<file path="src/rtl/lamp_sequence_monitor.sv">
// lamp_sequence_monitor: passive checker on the traffic-light controller lamp outputs.
// Decodes the lamps back into the controller phase, measures phase dwell in clk cycles
// and flags conflicts, illegal transitions, short dwells and long dwells.
// Optional feature macro LSM_ERR_CAPTURE_EN adds err_from/err_to/err_dwell, a snapshot
// of the event that raised the first error since the last clear.
// Ports:
//   clk                1 kHz system clock
//   rst                asynchronous active-high reset
//   traffic_lights     {R,A,G} vehicle lamps
//   pedestrian_lights  {R,G} pedestrian lamps
//   err_clr            synchronous clear of the sticky error state
//   phase              0 RED, 1 RED_AMBER, 2 GREEN, 3 AMBER, 4 PED_GREEN, 7 INVALID
//   phase_valid        phase is not INVALID and the startup phase has been left
//   err_any            any sticky error present
//   err_code           first error since clear: 1 conflict, 2 illegal, 3 short, 4 long
//   ped_cycles         saturating count of PED_GREEN entries
module lamp_sequence_monitor #(
    parameter int RED_MS       = 30000,
    parameter int RED_AMBER_MS = 3000,
    parameter int GREEN_MS     = 30000,
    parameter int AMBER_MS     = 3000,
    parameter int PED_GREEN_MS = 30000,
    parameter int TOL_MS       = 2
) (
    input  logic        clk,
    input  logic        rst,
    input  logic [2:0]  traffic_lights,
    input  logic [1:0]  pedestrian_lights,
    input  logic        err_clr,
    output logic [2:0]  phase,
    output logic        phase_valid,
    output logic        err_any,
    output logic [2:0]  err_code,
    output logic [7:0]  ped_cycles
`ifdef LSM_ERR_CAPTURE_EN
    ,
    output logic [2:0]  err_from,
    output logic [2:0]  err_to,
    output logic [15:0] err_dwell
`endif
);
    typedef enum logic [2:0] {
        PH_RED   = 3'd0,
        PH_RA    = 3'd1,
        PH_GREEN = 3'd2,
        PH_AMBER = 3'd3,
        PH_PED   = 3'd4,
        PH_INV   = 3'd7
    } phase_t;

    phase_t      phase_q, dec;
    logic [2:0]  s_tl;
    logic [1:0]  s_pl;
    logic [15:0] dwell, dwell_nx;
    logic        startup, long_done, change, checked, short_app;
    logic        ev_conf, ev_ill, ev_short, ev_long, load;
    logic [2:0]  ev;

    // Nominal (exact) or maximum dwell of a phase; 17 bits so tolerance sums cannot wrap.
    function automatic logic [16:0] nom(input phase_t p);
        return p == PH_RED   ? 17'(RED_MS) :
               p == PH_RA    ? 17'(RED_AMBER_MS) :
               p == PH_GREEN ? 17'(GREEN_MS) :
               p == PH_AMBER ? 17'(AMBER_MS) : 17'(PED_GREEN_MS);
    endfunction

    function automatic logic legal(input phase_t f, input phase_t t);
        return (f == PH_RED   && (t == PH_RA || t == PH_PED)) ||
               (f == PH_RA    && t == PH_GREEN) ||
               (f == PH_GREEN && t == PH_AMBER) ||
               (f == PH_AMBER && (t == PH_RED || t == PH_PED)) ||
               (f == PH_PED   && t == PH_RA);
    endfunction

    always_comb begin
        dec = PH_INV;
        if (s_pl == 2'b10)
            dec = s_tl == 3'b100 ? PH_RED :
                  s_tl == 3'b110 ? PH_RA :
                  s_tl == 3'b001 ? PH_GREEN :
                  s_tl == 3'b010 ? PH_AMBER : PH_INV;
        else if (s_pl == 2'b01 && s_tl == 3'b100)
            dec = PH_PED;
    end

    always_comb begin
        change    = dec != phase_q;
        // Exits from INVALID and from the startup phase carry no timing/sequence history.
        checked   = change && !startup && phase_q != PH_INV;
        dwell_nx  = change ? 16'd1 : (&dwell ? dwell : dwell + 16'd1);
        // GREEN and RED may be cut short by a pedestrian request, so only exact phases
        // (and RED when it runs its full course into RED_AMBER) get a short check.
        short_app = phase_q == PH_RA || phase_q == PH_AMBER || phase_q == PH_PED ||
                    (phase_q == PH_RED && dec == PH_RA);
        ev_conf   = change && dec == PH_INV;
        ev_ill    = checked && dec != PH_INV && !legal(phase_q, dec);
        ev_short  = checked && short_app && ({1'b0, dwell} + 17'(TOL_MS) < nom(phase_q));
        ev_long   = !change && !startup && phase_q != PH_INV && !long_done &&
                    ({1'b0, dwell_nx} >= nom(phase_q) + 17'(TOL_MS) + 17'd1);
        ev        = ev_conf ? 3'd1 : ev_ill ? 3'd2 : ev_short ? 3'd3 : ev_long ? 3'd4 : 3'd0;
        // A new event wins over a simultaneous clear.
        load      = ev != 3'd0 && (err_code == 3'd0 || err_clr);
    end

    always_ff @(posedge clk or posedge rst) begin
        if (rst) begin
            s_tl       <= 3'd0;
            s_pl       <= 2'd0;
            phase_q    <= PH_INV;
            dwell      <= 16'd0;
            startup    <= 1'b1;
            long_done  <= 1'b0;
            err_code   <= 3'd0;
            ped_cycles <= 8'd0;
        end else begin
            s_tl      <= traffic_lights;
            s_pl      <= pedestrian_lights;
            phase_q   <= dec;
            dwell     <= dwell_nx;
            startup   <= startup && !(change && phase_q != PH_INV);
            long_done <= change ? 1'b0 : (long_done | ev_long);
            err_code  <= load ? ev : (err_clr ? 3'd0 : err_code);
            if (change && dec == PH_PED && !(&ped_cycles))
                ped_cycles <= ped_cycles + 8'd1;
        end
    end

`ifdef LSM_ERR_CAPTURE_EN
    always_ff @(posedge clk or posedge rst) begin
        if (rst) begin
            err_from  <= 3'd0;
            err_to    <= 3'd0;
            err_dwell <= 16'd0;
        end else if (load) begin
            err_from  <= phase_q;
            err_to    <= dec;
            err_dwell <= change ? dwell : dwell_nx;
        end else if (err_clr) begin
            err_from  <= 3'd0;
            err_to    <= 3'd0;
            err_dwell <= 16'd0;
        end
    end
`endif

    assign phase       = phase_q;
    assign phase_valid = phase_q != PH_INV && !startup;
    assign err_any     = err_code != 3'd0;
endmodule

</file>
<file path="config.mk">
export PLATFORM = sky130hd
export DESIGN_NAME = lamp_sequence_monitor
export DESIGN_NICKNAME = d
export VERILOG_FILES = /design/src/rtl/lamp_sequence_monitor.sv
export SDC_FILE = /design/constraint.sdc
export NUM_CORES = 1
export LEC_CHECK = 0
export ABC_AREA = 1
export CAP_MARGIN = 20
export CORE_MARGIN = 2
export CORE_UTILIZATION = 62
export DETAILED_ROUTE_END_ITERATION = 12
export PLACE_DENSITY = 0.95
export SLEW_MARGIN = 20
export SYNTH_ARGS = -nofsm -noshare
export SYNTH_HDL_FRONTEND = slang
export SYNTH_SLANG_ARGS = --single-unit
</file>
<file path="constraint.sdc">
create_clock -name clk -period 4.4 [get_ports clk]
set_clock_uncertainty 0.2 [all_clocks]
set_input_delay 0.88 -clock clk [delete_from_list [all_inputs] [get_ports clk]]
set_output_delay 0.88 -clock clk [all_outputs]
set_load 0.02 [all_outputs]
</file>
## Word-level counts from Yosys, hierarchy flattened

Index checks and enable logic that the tools add are counted.

| cells by class | value |
|---|---|
| $add $sub $neg | 5 |
| multiply operators | 0 |
| div/mod/pow operators | 0 |
| $lt $le $gt $ge | 2 |
| equality and inequality tests | 18 |
| shifts and indexed selects | 0 |
| mux-type cells | 19 |
| bitwise gates (word level) | 1 |
| reduce and logical (&&, ||, !) cells | 48 |

Operators by type and width:

| kind | count |
|---|---|
| two-way mux 15 bit | 4 |
| two-way mux 3 bit | 11 |
| two-way mux 16 bit | 2 |
| logical AND 1 bit | 24 |
| adder 16 x 1 -> 17 bit (second input constant) | 1 |
| adder 16 x 2 -> 17 bit (second input constant) | 1 |
| greater-or-equal comparator 16 x 17 -> 1 bit | 1 |
| less-than comparator 17 bit | 1 |
| adder 15 x 2 -> 16 bit (second input constant) | 1 |
| adder 16 x 1 -> 16 bit (second input constant) | 1 |
| AND reduction 16 bit | 1 |
| == test 3 x 2 -> 1 bit (second input constant) | 5 |
| == test 3 bit (second input constant) | 5 |
| logical OR 1 bit | 10 |
| == test 3 x 1 -> 1 bit (second input constant) | 3 |
| logical NOT 3 bit | 3 |
| adder 8 x 1 -> 8 bit (second input constant) | 1 |
| AND reduction 8 bit | 1 |
| logical NOT 1 bit | 6 |
| != test 3 bit (second input constant) | 2 |
| nonzero test 3 bit | 2 |
| != test 3 bit | 1 |
| == test 2 x 1 -> 1 bit (second input constant) | 1 |
| == test 2 bit (second input constant) | 1 |
| other kinds (4) | 4 |

| storage, ports and cells | value |
|---|---|
| register bits after elaboration | 37 |
| latch bits | 0 |
| RAM bits | 0 |
| memory bits (read-only) | 0 |
| input bits | 8 |
| logic and storage cells | 101 |
| memories kept | 0 |

## Longest topological paths before layout

| depth | value |
|---|---|
| depth in word-level cells | 20 |
| gate-level depth with buffers | 23 |
| mapped depth without buffers | 23 |

## Least setup slack after synthesis

OpenSTA, ideal clock, no wires.

| path | value |
|---|---|
| kind | register -> register |
| start | register dwell[2] |
| end | register err_code[0] |
| library setup time | 117 ps |
| arrival | 2,586 ps |
| data required time | 4,083 ps |
| path slack | 1,497 ps |
| cell stages (with the launch flop) | 21 |
| clock period less this slack | 2,903 ps |
| path through | dfrtp_1 nand2_1 nor2_2 nand3_1 nor2_1 inv_1 o21ai_0 inv_1 nor2_1 nor2_1 a211oi_1 ha_1 a21oi_1 nand2_1 a21oi_1 o211a_1 nand2_1 nand2_1 nand2_1 nand3_1 nand2_1 |

| on the way | value |
|---|---|
| longest elaborated chain between the ends | 12 |
| elaborated cells between the ends (all ways) | 17 |

RTL lines:

| item | RTL line | text |
|---|---|---|
| start: declaration | 54 | `logic [15:0] dwell, dwell_nx;` |
| start signal: assignment | 119 | `dwell <= dwell_nx;` |
| adder 16 x 1 -> 16 bit / AND reduction 16 bit (equally long branches) | 90 | `dwell_nx = change ? 16'd1 : (&dwell ? dwell : dwell + 16'd1);` |
| two-way mux 16 bit * (2 in a row) | 90 |  |
| named net dwell_nx[11] | 54 |  |
| greater-or-equal comparator 16 x 17 -> 1 bit * | 99 | `({1'b0, dwell_nx} >= nom(phase_q) + 17'(TOL_MS) + 17'd1);` |
| logical AND 1 bit * | 98 | `ev_long = !change && !startup && phase_q != PH_INV && !long_done &&` |
| two-way mux 3 bit * (4 in a row) | 100 | `ev = ev_conf ? 3'd1 : ev_ill ? 3'd2 : ev_short ? 3'd3 : ev_long ? 3'd4 : 3'd0;` |
| nonzero test 3 bit * | 102 | `load = ev != 3'd0 && (err_code == 3'd0 \|\| err_clr);` |
| logical AND 1 bit * | 102 |  |
| two-way mux 3 bit / nonzero test 2 bit (equally long branches) | -- |  |
| end signal: assignment | 122 | `err_code <= load ? ev : (err_clr ? 3'd0 : err_code);` |
| end: declaration | 33 | `output logic [2:0] err_code,` |

Mark *: on every way through the listed nets, which the timed path passes. The rest lies on a longest branch.
A chain may end at the register's enable or synchronous reset.

## Worst setup path after layout

| path | value |
|---|---|
| start | register dwell[3] |
| end | register err_code[0] |

The elaborated chain is that of the path after synthesis.

==> metrics.md <==
| Metric | Value |
|---|---|
| Status | `finished, final reports clean` |
| HP Class | `reg2reg` |
| Synth warn | `0` |
| Resized cells post-CTS | `0` |
| Worst-Skew Late Latency | `300 ps` |
| Number of global-route vias before repair | `2456` |
| Flops & latches, synth | `37` |
| Layout area overhead | `16.4%` |
| Synth Cell Area | `2680 sq um` |
| Synth Net Count | `375` |
| Buffers added on ports | `23` |
| Average vias per placed instance | `5.61` |
| CORE AREA | `4090 sq um` |
| Post-CTS setup buffers | `0` |
| Final WL | `6.31 mm` |
| Placed inst area | `2980 sq um` |
| Fin area | `3120 sq um` |
| Worst hold margin | `305 ps` |
| Congestion Overflow GR | `0` |
| # rows | `23` |
| Die area | `4860 sq um` |
| First-pass GRT wire length | `10.8 mm` |
| Worst slew pin tran | `475 ps` |
| Crit Path Category | `reg2reg` |
| Fill cells | `292` |
| DR WL/cell | `14.6 um` |
| Post-synth EDFFs | `0` |
| Pwr Total | `1.09 mW` |
| CP Cell Sequence | `nand2_1 -> nor2_2 -> nand3_1 -> nor2_1 -> inv_1 -> o21ai_0 -> inv_1 -> nor2_1 -> nor2_1 -> a211oi_1 -> ha_1 -> a21oi_1 -> nand2_1 -> a21oi_1 -> o211a_1 -> nand2_1 -> nand2_1 -> nand2_1 -> nand3_1 -> nand2_1` |
| Clock Tree Root | `clkbuf_8` |
| Final-report setup violation count | `0` |
| CTS tree | `yes` |
| Via count | `2423` |
| Pin count of the biggest net entering global routing | `38` |
| Critical path's slowest cell | `dfrtp_1` |
| Starting Density | `0.655` |
| Syn Area/Cell | `7.65 sq um` |
| Die width | `69.7 um` |
| Final count of pins violating max slew | `0` |
| Worst Setup Start Kind | `register` |
| Io pins | `24` |
| Maxcap violations | `0` |
| DRT iter0 DRCs | `210` |
| Post-route ant nets | `0` |
| Initial DRT Pass Iterations | `5` |
| TritonCTS sink count | `37` |
| Gpl congestion | `0.932` |
| Clock Pin Slew Worst Setup and Hold Paths | `80 ps` |
| Gate Count Post-Synth | `350` |
| WP data arrival | `3430 ps` |
| Final net count | `406` |
| Final worst-path cycle share | `0.780` |
| Critical Path End Type | `register` |
| Hold-fix buffers, CTS | `0` |
| CTS Buf Count | `5` |
| CTS max path bufs | `2` |
| Pleak | `1.56 nW` |
| Antenna violations before repair | `0` |
| Post-synthesis sequential area ratio | `0.348` |
| Fin Setup TNS | `0 ps` |
| Reg area | `931 sq um` |
| Share of layout cells above drive strength 1 | `0.147` |
| Die height | `69.7 um` |
| Top_reg_cell synth | `dfrtp_1` |
| CP Data Required Time | `4400 ps` |
| Max-Slew Margin vs Limit | `0.684` |
| Pwr/cell area | `350 nW/um^2` |
| # H-tree levels | `2` |
| Post-synth ARST share | `1.00` |
| Synth cell types | `34` |
| Gr usage total | `0.279` |
| Final Hold Fails | `0` |
| Fmax | `291 MHz` |
| Worst vdd ir | `0.000231 V` |
| Min Tclk post-route | `3430 ps` |
| RSZ-0062 raised after global routing | `false` |
| Largest stage delay on the critical path | `390 ps` |
| Area of the multi-input gates | `1540 sq um` |
| Most used cell, CP | `nand2_1` |
| Number of remaining DRC errors | `0` |
| Max Fanout on Critical Path | `7` |
| DP HPWL | `4.87 mm` |
| Number of antenna diodes | `0` |
==> layout make-up <==
type                    count  share of cell area
multi-input cells         260               0.495
inverters                  52              0.0647
clock inverters             3              0.0209
clock buffers               5              0.0221
flip-flops and latches     37               0.299
well taps                  50              0.0201
repair buffers             25              0.0787
==> layer usage <==
layer / part of all wire / global-route usage / vias up
met5: 0 / 0 / -
met4: 0.020 / 0.0919 / 0
met3: 0.047 / 0.0538 / 15
met2: 0.54 / 0.529 / 68
met1: 0.39 / 0.310 / 1148
li1: - / - / 1192
==> layout by cell type, fill, tap and decap left out, types with 2 or more instances in the layout <==
master / Yosys / final
nor3_1: 6 / 6
clkdlybuf4s50_1: 0 / 23
inv_1: 45 / 45
clkinv_2: 1 / 2
dfstp_2: 4 / 4
o21ai_1: 2 / 2
nor3_2: 2 / 2
nor2_8: 2 / 2
o21bai_1: 3 / 3
buf_4: 0 / 2
ha_1: 17 / 17
nand3_1: 23 / 23
nor2_2: 6 / 6
xor2_1: 8 / 8
inv_2: 5 / 5
a211oi_1: 3 / 3
bufinv_16: 0 / 2
dfrtp_1: 33 / 33
nand2_4: 7 / 7
xnor2_1: 3 / 3
clkbuf_8: 0 / 5
nand4_1: 7 / 7
nand2_1: 71 / 71
a31oi_1: 2 / 2
nor2_1: 48 / 48
a21oi_1: 18 / 18
o21ai_0: 11 / 11
nor2_4: 3 / 3
nand3_2: 4 / 4
nand2_2: 8 / 8
==> registers in the layout, summed over array words and instances (netlist names) <==
register / cells
ped_cycles: 8
long_done: 1
s_tl: 3
startup: 1
err_code: 3
s_pl: 2
phase: 3
dwell: 16
==> cell families (layout without fill, tap and decap cells) <==
logic type / Yosys count / count (layout) / synth area share
simple gates: 191 / 191 / 0.374
buf+inv: 53 / 85 / 0.0766
compound gates: 41 / 41 / 0.0864
flops: 37 / 37 / 0.348
fa+ha+maj: 17 / 17 / 0.0794
xor+xnor: 11 / 11 / 0.0360
==> path summary, 6_finish.rpt <==
| path | from | endpoint | slack, ps | cells past startpoint |
|---|---|---|---|---|
| setup / recovery | dwell[3] | err_code[0] | 970 | 20 |
| hold / removal | startup | startup | 300 | 2 |
| setup reg to reg | dwell[3] | err_code[0] | 970 | 20 |
| hold reg to reg | startup | startup | 300 | 2 |
| max in group asynchronous | rst | phase[2] | 2810 | 3 |
| min in group asynchronous | rst | ped_cycles[3] | 820 | 3 |
==> critical path, delay by kind of cell (launching register included) <==
kind            cells  cell delay, ps
simple gates       12            1400
compound gates      5             890
buf+inv             2             130
flops               1             390
fa+ha+maj           1             320
==> stage by stage <==
step                       util  instances  worst slack, ps
after global placement    0.730        424             1260
final                     0.762        432              967
after CTS                 0.762        432             1030
after global routing      0.762        432              664
after floorplan               -        350             1500
after detailed placement  0.730        424             1060
==> synthesized netlist by cell type (4+ instances only) <==
library cell  instances  area share
a21oi_1              18       0.034
dfrtp_1              33        0.31
dfstp_2               4       0.039
ha_1                 17       0.079
inv_1                45       0.063
inv_2                 5      0.0070
nand2_1              71        0.10
nand2_2               8       0.019
nand2_4               7       0.029
nand3_1              23       0.043
nand3_2               4       0.015
nand4_1               7       0.016
nor2_1               48       0.067
nor2_2                6       0.014
nor3_1                6       0.011
o21ai_0              11       0.021
xor2_1                8       0.026
==> report_power, final <==
group          internal (mW)  total, mW  switching, mW
clock network          0.225      0.351          0.126
logic                  0.119      0.317          0.199
registers              0.379      0.421         0.0427
Power figures use the tool's default switching activity.
